### src/rtl/btb_control.sv
// rtl/btb_control.sv - update sequencer and address steering for the 4-way, 8-set BTB datapath
//
// Ports:
//   clk, rst                 clock, synchronous active-high reset
//   upd_valid/upd_ready      resolved-branch offer from writeback and FIFO acceptance
//   upd_taken/pc/target      resolved branch contents (not-taken transfers are dropped)
//   fetch_pc                 fetch-side lookup address used while IDLE
//   predict_valid/target     fetch prediction (gated off while an update owns the arrays)
//   busy                     sequencer active or updates pending
//   btb_pc_addr/wb_addr/old_pc_addr, wb_enable, wayN_write, lru_load   datapath controls
//   pc_hit, wb_hit, wb_compN_out, lru_out, btb_out                     datapath results

module btb_control #(
   parameter int DEPTH = 4
) (
   input  logic        clk,
   input  logic        rst,
   input  logic        upd_valid,
   output logic        upd_ready,
   input  logic        upd_taken,
   input  logic [15:0] upd_pc,
   input  logic [15:0] upd_target,
   input  logic [15:0] fetch_pc,
   output logic        predict_valid,
   output logic [15:0] predict_target,
   output logic        busy,
   output logic [15:0] btb_pc_addr,
   output logic [15:0] btb_wb_addr,
   output logic [15:0] btb_old_pc_addr,
   output logic        wb_enable,
   output logic        way0_write,
   output logic        way1_write,
   output logic        way2_write,
   output logic        way3_write,
   output logic        lru_load,
   input  logic        pc_hit,
   input  logic        wb_hit,
   input  logic        wb_comp0_out,
   input  logic        wb_comp1_out,
   input  logic        wb_comp2_out,
   input  logic        wb_comp3_out,
   input  logic [2:0]  lru_out,
   input  logic [15:0] btb_out
);

   localparam int PW = $clog2(DEPTH);
   localparam int CW = PW + 1;

   typedef enum logic [1:0] {IDLE, LOOKUP, WRITE, TOUCH} state_t;

   state_t          state_q, state_d;
   logic            hit_q, hit_d;
   logic [1:0]      way_q, way_d;
   logic [PW-1:0]   wr_ptr_q, wr_ptr_d;
   logic [PW-1:0]   rd_ptr_q, rd_ptr_d;
   logic [CW-1:0]   count_q, count_d;
   logic [15:0]     mem_pc_q  [DEPTH];
   logic [15:0]     mem_tgt_q [DEPTH];

   logic            empty, full, push, pop;
   logic [15:0]     head_pc, head_tgt;
   logic [3:0]      wb_comp, way_wr;
   logic [1:0]      comp_way, victim_way;

   assign wb_comp  = {wb_comp3_out, wb_comp2_out, wb_comp1_out, wb_comp0_out};
   assign empty    = (count_q == '0);
   assign full     = (count_q == CW'(DEPTH));
   assign head_pc  = mem_pc_q[rd_ptr_q];
   assign head_tgt = mem_tgt_q[rd_ptr_q];

   // The entry leaves the FIFO on the last cycle of its sequence.
   assign pop       = !rst && ((state_q == WRITE && hit_q) || state_q == TOUCH);
   assign upd_ready = rst || !full || pop;
   // Not-taken transfers complete the handshake but are never stored.
   assign push      = !rst && upd_valid && upd_ready && upd_taken;
   assign busy      = !rst && (state_q != IDLE || !empty);

   assign predict_target = btb_out;
   assign way0_write     = way_wr[0];
   assign way1_write     = way_wr[1];
   assign way2_write     = way_wr[2];
   assign way3_write     = way_wr[3];

   // Lowest-index matching way on a hit.
   always_comb begin
      comp_way = 2'd0;
      if (wb_comp[0])      comp_way = 2'd0;
      else if (wb_comp[1]) comp_way = 2'd1;
      else if (wb_comp[2]) comp_way = 2'd2;
      else if (wb_comp[3]) comp_way = 2'd3;
   end

   // Tree PLRU: bit0 picks the half, bit1/bit2 pick within the lower/upper half.
   always_comb begin
      victim_way = 2'd0;
      if (!lru_out[0]) victim_way = {1'b0, lru_out[1]};
      else             victim_way = {1'b1, lru_out[2]};
   end

   always_comb begin
      count_d = count_q;
      case ({push, pop})
         2'b10:   count_d = count_q + CW'(1);
         2'b01:   count_d = count_q - CW'(1);
         default: count_d = count_q;
      endcase
      wr_ptr_d = push ? wr_ptr_q + PW'(1) : wr_ptr_q;
      rd_ptr_d = pop  ? rd_ptr_q + PW'(1) : rd_ptr_q;
   end

   always_comb begin
      state_d         = state_q;
      hit_d           = hit_q;
      way_d           = way_q;
      btb_pc_addr     = fetch_pc;
      btb_old_pc_addr = fetch_pc;
      btb_wb_addr     = fetch_pc;
      predict_valid   = 1'b0;
      wb_enable       = 1'b0;
      lru_load        = 1'b0;
      way_wr          = 4'b0000;
      if (!rst) begin
         case (state_q)
            IDLE: begin
               predict_valid = pc_hit;
               // Leaving on the push itself gives LOOKUP one cycle after acceptance.
               if (!empty || push) state_d = LOOKUP;
            end
            LOOKUP: begin
               btb_pc_addr     = head_pc;
               btb_old_pc_addr = head_pc;
               btb_wb_addr     = head_pc;
               wb_enable       = 1'b1;
               hit_d           = wb_hit;
               way_d           = wb_hit ? comp_way : victim_way;
               lru_load        = wb_hit;
               state_d         = WRITE;
            end
            WRITE: begin
               btb_pc_addr     = head_pc;
               btb_old_pc_addr = head_pc;
               btb_wb_addr     = head_tgt;
               wb_enable       = 1'b1;
               way_wr[way_q]   = 1'b1;
               state_d         = hit_q ? IDLE : TOUCH;
            end
            TOUCH: begin
               // The new entry now matches, so the LRU logic records its way.
               btb_pc_addr     = head_pc;
               btb_old_pc_addr = head_pc;
               btb_wb_addr     = head_pc;
               wb_enable       = 1'b1;
               lru_load        = 1'b1;
               state_d         = IDLE;
            end
            default: state_d = IDLE;
         endcase
      end
   end

   always_ff @(posedge clk) begin
      if (rst) begin
         state_q  <= IDLE;
         hit_q    <= 1'b0;
         way_q    <= 2'd0;
         wr_ptr_q <= '0;
         rd_ptr_q <= '0;
         count_q  <= '0;
      end else begin
         state_q  <= state_d;
         hit_q    <= hit_d;
         way_q    <= way_d;
         wr_ptr_q <= wr_ptr_d;
         rd_ptr_q <= rd_ptr_d;
         count_q  <= count_d;
         if (push) begin
            mem_pc_q[wr_ptr_q]  <= upd_pc;
            mem_tgt_q[wr_ptr_q] <= upd_target;
         end
      end
   end

endmodule
### config.mk
export PLATFORM = sky130hd
export DESIGN_NAME = btb_control
export DESIGN_NICKNAME = d
export VERILOG_FILES = /design/src/rtl/btb_control.sv
export SDC_FILE = /design/constraint.sdc
export NUM_CORES = 1
export LEC_CHECK = 0
export CELL_PAD_IN_SITES_DETAIL_PLACEMENT = 2
export CELL_PAD_IN_SITES_GLOBAL_PLACEMENT = 2
export CORE_ASPECT_RATIO = 1.5
export CORE_UTILIZATION = 34
export DETAILED_ROUTE_END_ITERATION = 10
export PLACE_DENSITY_LB_ADDON = 0.3
export SYNTH_ARGS = -nofsm -noshare
export SYNTH_HDL_FRONTEND = slang
export SYNTH_SLANG_ARGS = --single-unit
### constraint.sdc
create_clock -name clk -period 2.45 [get_ports clk]
set_input_delay 0.3675 -clock clk [delete_from_list [all_inputs] [get_ports clk]]
set_output_delay 0.3675 -clock clk [all_outputs]
set_load 0.01 [all_outputs]
=== After elaboration in Yosys (flattened, before gate mapping) ===
Memory sizes are Yosys's and may differ from the RTL's. A register that Yosys moved wholly into a read port is not among the register bits.
Cells that the tools add are included.

* Bits in writable memories: 128
* Memories kept: 2
* Bits in registers: 12
* Bits in read-only memories: 0
* Logic and storage cells: 73
* Latch bits: 0

* Order comparisons: 2
* Reductions and logical operators: 21
* $mul: 0
* Muxes and demuxes: 31
* Shift-type cells: 0
* Bitwise gates (word level): 0
* Eq/ne operators: 7
* Div/mod/pow operators: 0
* Add/sub/neg operators: 4

{| class="wikitable"
|+ Memories
! name !! depth !! bits a word !! read ports !! clocked after memory_dff !! wr ports !! RTL line !! source
|-
| mem_pc_q || 4 || 16 || 1 || 1 || 1 || 57 || <nowiki>logic [15:0] mem_pc_q [DEPTH];</nowiki>
|-
| mem_tgt_q || 4 || 16 || 1 || 1 || 1 || 58 || <nowiki>logic [15:0] mem_tgt_q [DEPTH];</nowiki>
|}

{| class="wikitable"
|+ Operator list
! operator !! number
|-
| $mux 16 || 3
|-
| $pmux 16 s2 || 1
|-
| $mux 2 || 12
|-
| $mux 1 || 9
|-
| $mux 4 || 2
|-
| $pmux 2 s4 || 1
|-
| $logic_and 1x1->1 || 7
|-
| $eq 2x2->1 const B || 3
|-
| $pmux 3 s2 || 1
|-
| $logic_or 1x1->1 || 5
|-
| $add 2x1->2 const B || 2
|-
| $eq 2x1->1 const B || 2
|-
| $reduce_bool 2->1 || 2
|-
| $add 3x1->3 const B || 1
|-
| $eq 3x3->1 const B || 1
|-
| $logic_not 1->1 || 3
|-
| $logic_not 3->1 || 1
|-
| $lt 2x3->1 const B || 1
|-
| $reduce_or 3->1 || 1
|-
| $sub 3x1->3 const B || 1
|-
| $demux 1 s2 || 1
|-
| $ge 2x1->1 const B || 1
|-
| $logic_not 2->1 || 1
|-
| $ne 2x2->1 const B || 1
|-
| 2 further kinds || 2
|}

=== Depth between registers and ports, before layout ===
* Depth after elaboration: 10
* Mapped depth: 10
* Mapped depth without buffers: 9

=== Worst setup path before layout ===
No wires, ideal clock.

* Kind: register to register
* From: register state_q[0]
* To: memory mem_pc_q[1][0] (enable)
* Path buffers: 1
* Data arrival time: 1.683 ns
* Required time: 2.058 ns
* Setup slack: 0.375 ns
* Period minus slack after synthesis: 2.075 ns
* Stages on the path, launching flop included: 5
* Cell sequence: dfxtp_1 > buf_6 > o21ai_4 > a311oi_4 > and2_1

* Longest elaborated chain between the ends: 10
* Elaborated cells between the ends (all ways): 11
* Those cells by class: eq/ne (2); mux (3); reduce/logical (6)

{| class="wikitable"
|+ Ends and longest elaborated chain
! what !! RTL line !! source
|-
| start, declared || 51 || <nowiki>state_t state_q, state_d;</nowiki>
|-
| start signal, assigned || 170 || <nowiki>state_q <= state_d;</nowiki>
|-
| $eq 2x2->1 || 72 || <nowiki>assign pop = !rst && ((state_q == WRITE && hit_q) || state_q == TOUCH);</nowiki>
|-
| $logic_and 1x1->1 || 72 ||
|-
| $logic_or 1x1->1 (*) || 72 ||
|-
| $logic_and 1x1->1 (*) || 72 ||
|-
| $logic_or 1x1->1 (*) || 73 || <nowiki>assign upd_ready = rst || !full || pop;</nowiki>
|-
| $logic_and 1x1->1 (*) (2 in series) || 75 || <nowiki>assign push = !rst && upd_valid && upd_ready && upd_taken;</nowiki>
|-
| $mux 1 (*) || 176 || <nowiki>if (push) begin</nowiki>
|-
| $mux 1 (*) || 162 || <nowiki>if (rst) begin</nowiki>
|-
| $mux 1 (not written as such) (*) || 177 || <nowiki>mem_pc_q[wr_ptr_q] <= upd_pc;</nowiki>
|-
| end, declared || 57 ||
|}

Every way passes the cells marked *; elsewhere a longest branch is shown, timed or not.

==> impl_metrics.csv <==
group,metric,value,unit
setup_path,cp_slowest_cell,"mux4_2",
layout,drive_above_1_share,0.2906,
layout,final_nets,624,
cts,clk_pin_slew_worst_paths,0.06,ns
synth,ys.flop_type,"edfxtp_1",
setup_path,r2r_slack,0.29,ns
route,post_drt_wl_per_cell,21.84,um
timing,tns,-0.01749,ns
timing,finalHoldViolCount,0,
synth,syn_area,6195,um2
route,drc,15,
cts,cts_max_level,4,
synth,yosysWarnings,0,
timing,rsz0062_at_grt,"true",
global_routing,track_usage,0.1885,
synth,synth_edf_count,128,
flow_run,max_cap_viol_count,0,
floorplan,die_h,167.3,um
placed_design,gp_congestion,0.7438,
setup_path,crit_path_max_fanout,13,
synth,synthXorXnorAreaFrac,0.005655,
setup_path,path_class,"reg2out",
status,outcome,"finished, violations left",
hold_path,holdPathStages,1,
placed_design,hpwl,11830,um
timing,clock.fmax,405.3,MHz
power_and_ir_drop,power-per-cell-area,716.4,nW/um2
route,totalWireLength,16860,um
route,drt-vias-per-instance,5.009,
synth,synth_compound_area_frac,0.03878,
setup_path,cp_cell_sequence,"buf_8 -> mux4_2 -> nand2_1 -> nand2_1 -> clkdlybuf4s50_1",
route,ant_nets,0,
synth,post-synth-top-area-cell,"edfxtp_1",
hold_path,hold_start,"wr_ptr_q[0]",
power_and_ir_drop,irDropWorstVdd,0.0004443,V
setup_path,r2r_cells,9,
hold_path,hp-class,"reg2reg",
setup_path,crit_cells,5,
timing,worst_clock_skew,0.01295,ns
power_and_ir_drop,leakagePower,2.969,nW
layout,layout_commonest_cell,"edfxtp_1",
layout,area_growth,35.10,%
setup_path,cp.arrival,2.10,ns
cts,cts_buffer_depth,2,
synth,async_reset_ff_frac,0,
cts,tritoncts,"yes",
synth,synth_top_family_by_area,"multiplexers",
synth,synth_cells,416,
timing,max_slew.worst_pin.slew,0.4436,ns
timing,slew_headroom,0.7037,
timing,worst_slack,-0.01749,ns
synth,synth_seq_area_share,0.6657,
route,drt_iter0_drc,175,
cts,cts-root-buf,"clkbuf_16",
floorplan,ios,150,
setup_path,crit_buf_inv,2,
timing,fin_crit,2.467,ns
cts,cts_buffers,17,
synth,synth.distinct_cells,41,
setup_path,startpoint_type,"flop",
setup_path,critPathRequiredTime,2.08,ns
setup_path,cp_top_family,"buffers and inverters",
route,firstDrtPassIters,8,
synth,synth_top_area_frac,0.6205,
synth,synth_area_leaders,"edfxtp_1 62%, mux2_2 6.0%, mux4_2 5.8%, dfxtp_1 4.5%, buf_4 4.2%",
timing,setup_viol,1,
cts,clk_latency,0.41,ns
global_routing,antenna_found_initial,1,
floorplan,die_area,18770,um2
synth,synth.area.mux_share,0.1238,
power_and_ir_drop,power.total,5.996,mW
route,vias,3867,
synth,synth_seq_cells,142,
synth,yosys.area_share.simple,0.08988,
global_routing,grt_overflow,0,
setup_path,cpMostUsedCell,"nand2_1",
timing,finalMaxSlewViolations,0,
floorplan,core_area,17870,um2
synth,avgSynthCellArea,14.89,um2
setup_path,reg2reg_to,"count_q[2]",
global_routing,grt_pass1_vias,4499,
synth,syn-num-nets,499,
timing,finalCritPeriodShare,1.007,
global_routing,grt_start_max_net_pins,19,
layout,final_cell_mix,"128 x edfxtp_1, 69 x nand2_1, 68 x clkdlybuf4s50_1, 32 x mux2_2, 19 x buf_4",
placed_design,port_buffers,117,
floorplan,row_count,60,
setup_path,end_kind,"output port",
global_routing,grt_first_pass_wirelength,26200,um
setup_path,r2r_start,"hit_q",
cts,clkSinkCount,142,
hold_path,hold_end,"wr_ptr_q[0]",
floorplan,start_util,0.3467,
status,violations,"DRC, setup timing",
setup_path,slowest_delay,0.54,ns
floorplan,dieWidth,112.2,um
synth,synth_fa_ha_area_frac,0.01333,
## final cells by class
class                   count  area (um2)
diodes                      1       2.502
clock buffers              18       429.2
clock inverters            14       157.7
fillers                  1716        9498
inverters                  11       41.29
multi-input cells         213        1738
flip-flops and latches    142        4131
well taps                 217       271.5
repair buffers            156        1598
## worst register-to-register path, stage by stage (launching register included)
cell	delay, ns
dfxtp_1	0.36
o21ai_4	0.28
a311oi_4	0.14
inv_2	0.08
ha_1	0.17
inv_1	0.06
fa_1	0.38
xor2_1	0.17
or3_1	0.31
a21oi_1	0.16
## flip-flops by register name (all words and copies together) (netlist names), named ones only
name	cells
count_q	3
hit_q	1
mem_pc_q	64
mem_tgt_q	64
rd_ptr_q	2
state_q	2
way_q	2
wr_ptr_q	2
## worst max-delay path by stage
stage                     startpoint              to  slack (ns)
after floorplan           state_q[0]  mem_pc_q[1][0]        0.38
after global placement           rst  btb_wb_addr[7]       -0.12
after detailed placement         rst      count_q[2]       -0.25
after CTS                       flop  btb_wb_addr[5]       -0.14
after global routing            flop  btb_pc_addr[5]        -0.1
final                           flop  btb_pc_addr[5]       -0.02
## layer usage
metal  share of wire  vias to the layer above  GRT usage
met3           0.042                        4    0.03402
met5               0                        -          0
met1            0.37                     1998     0.2065
met2            0.59                       98     0.3659
li1                -                     1767          -
met4          0.0039                        0    0.05275
## cell families (layout without fill, tap and decap cells)
logic type,Yosys count,count (layout)
other,0,1
buffers and inverters,61,199
AOI/OAI and AO/OA,29,29
and+or+nand+nor,122,122
xor gates and xnor gates,4,4
muxes,52,52
adders and majority gates,6,6
DFF,142,142
## metrics by stage
step	util	worst slack (ns)	std cells	area (um2)	hold WS (ns)
global placement	0.4316	-0.1216	730	7711	0.4912
CTS	0.4690	-0.1431	770	8379	0.5513
floorplan	-	0.3752	416	6195	0.4664
global route	0.4684	-0.09626	772	8369	0.5929
detailed placement	0.4316	-0.2470	730	7711	0.5276
finish	0.4684	-0.01749	772	8369	0.5413
## power breakdown
group	switching, mW	leakage (nW)	internal (mW)	total [mW]
Combinational	0.369	1.41	0.378	0.747
Sequential	0.0299	1.27	2.68	2.71
Clock	1.02	0.283	1.52	2.54
## what timing repair did
item	CTS	global route
pin swaps	2	2
gates resized for setup	84	38
hold endpoints to repair	0	0
buffers inserted	7	2
endpoints found under the setup margin	53	23
hold buffers	0	0
gates cloned	1	0
## cell usage after synthesis, types with 4 or more instances
master    number
mux2_2        33
dfxtp_1       14
ha_1           5
and2_1         5
nor2_1        15
inv_1          9
edfxtp_1     128
a22oi_1       15
nand3_1       16
nand2_1       70
buf_2         10
xor2_1         4
buf_4         35
mux4_2        16
Note: power is estimated with default switching activity, not from simulation.
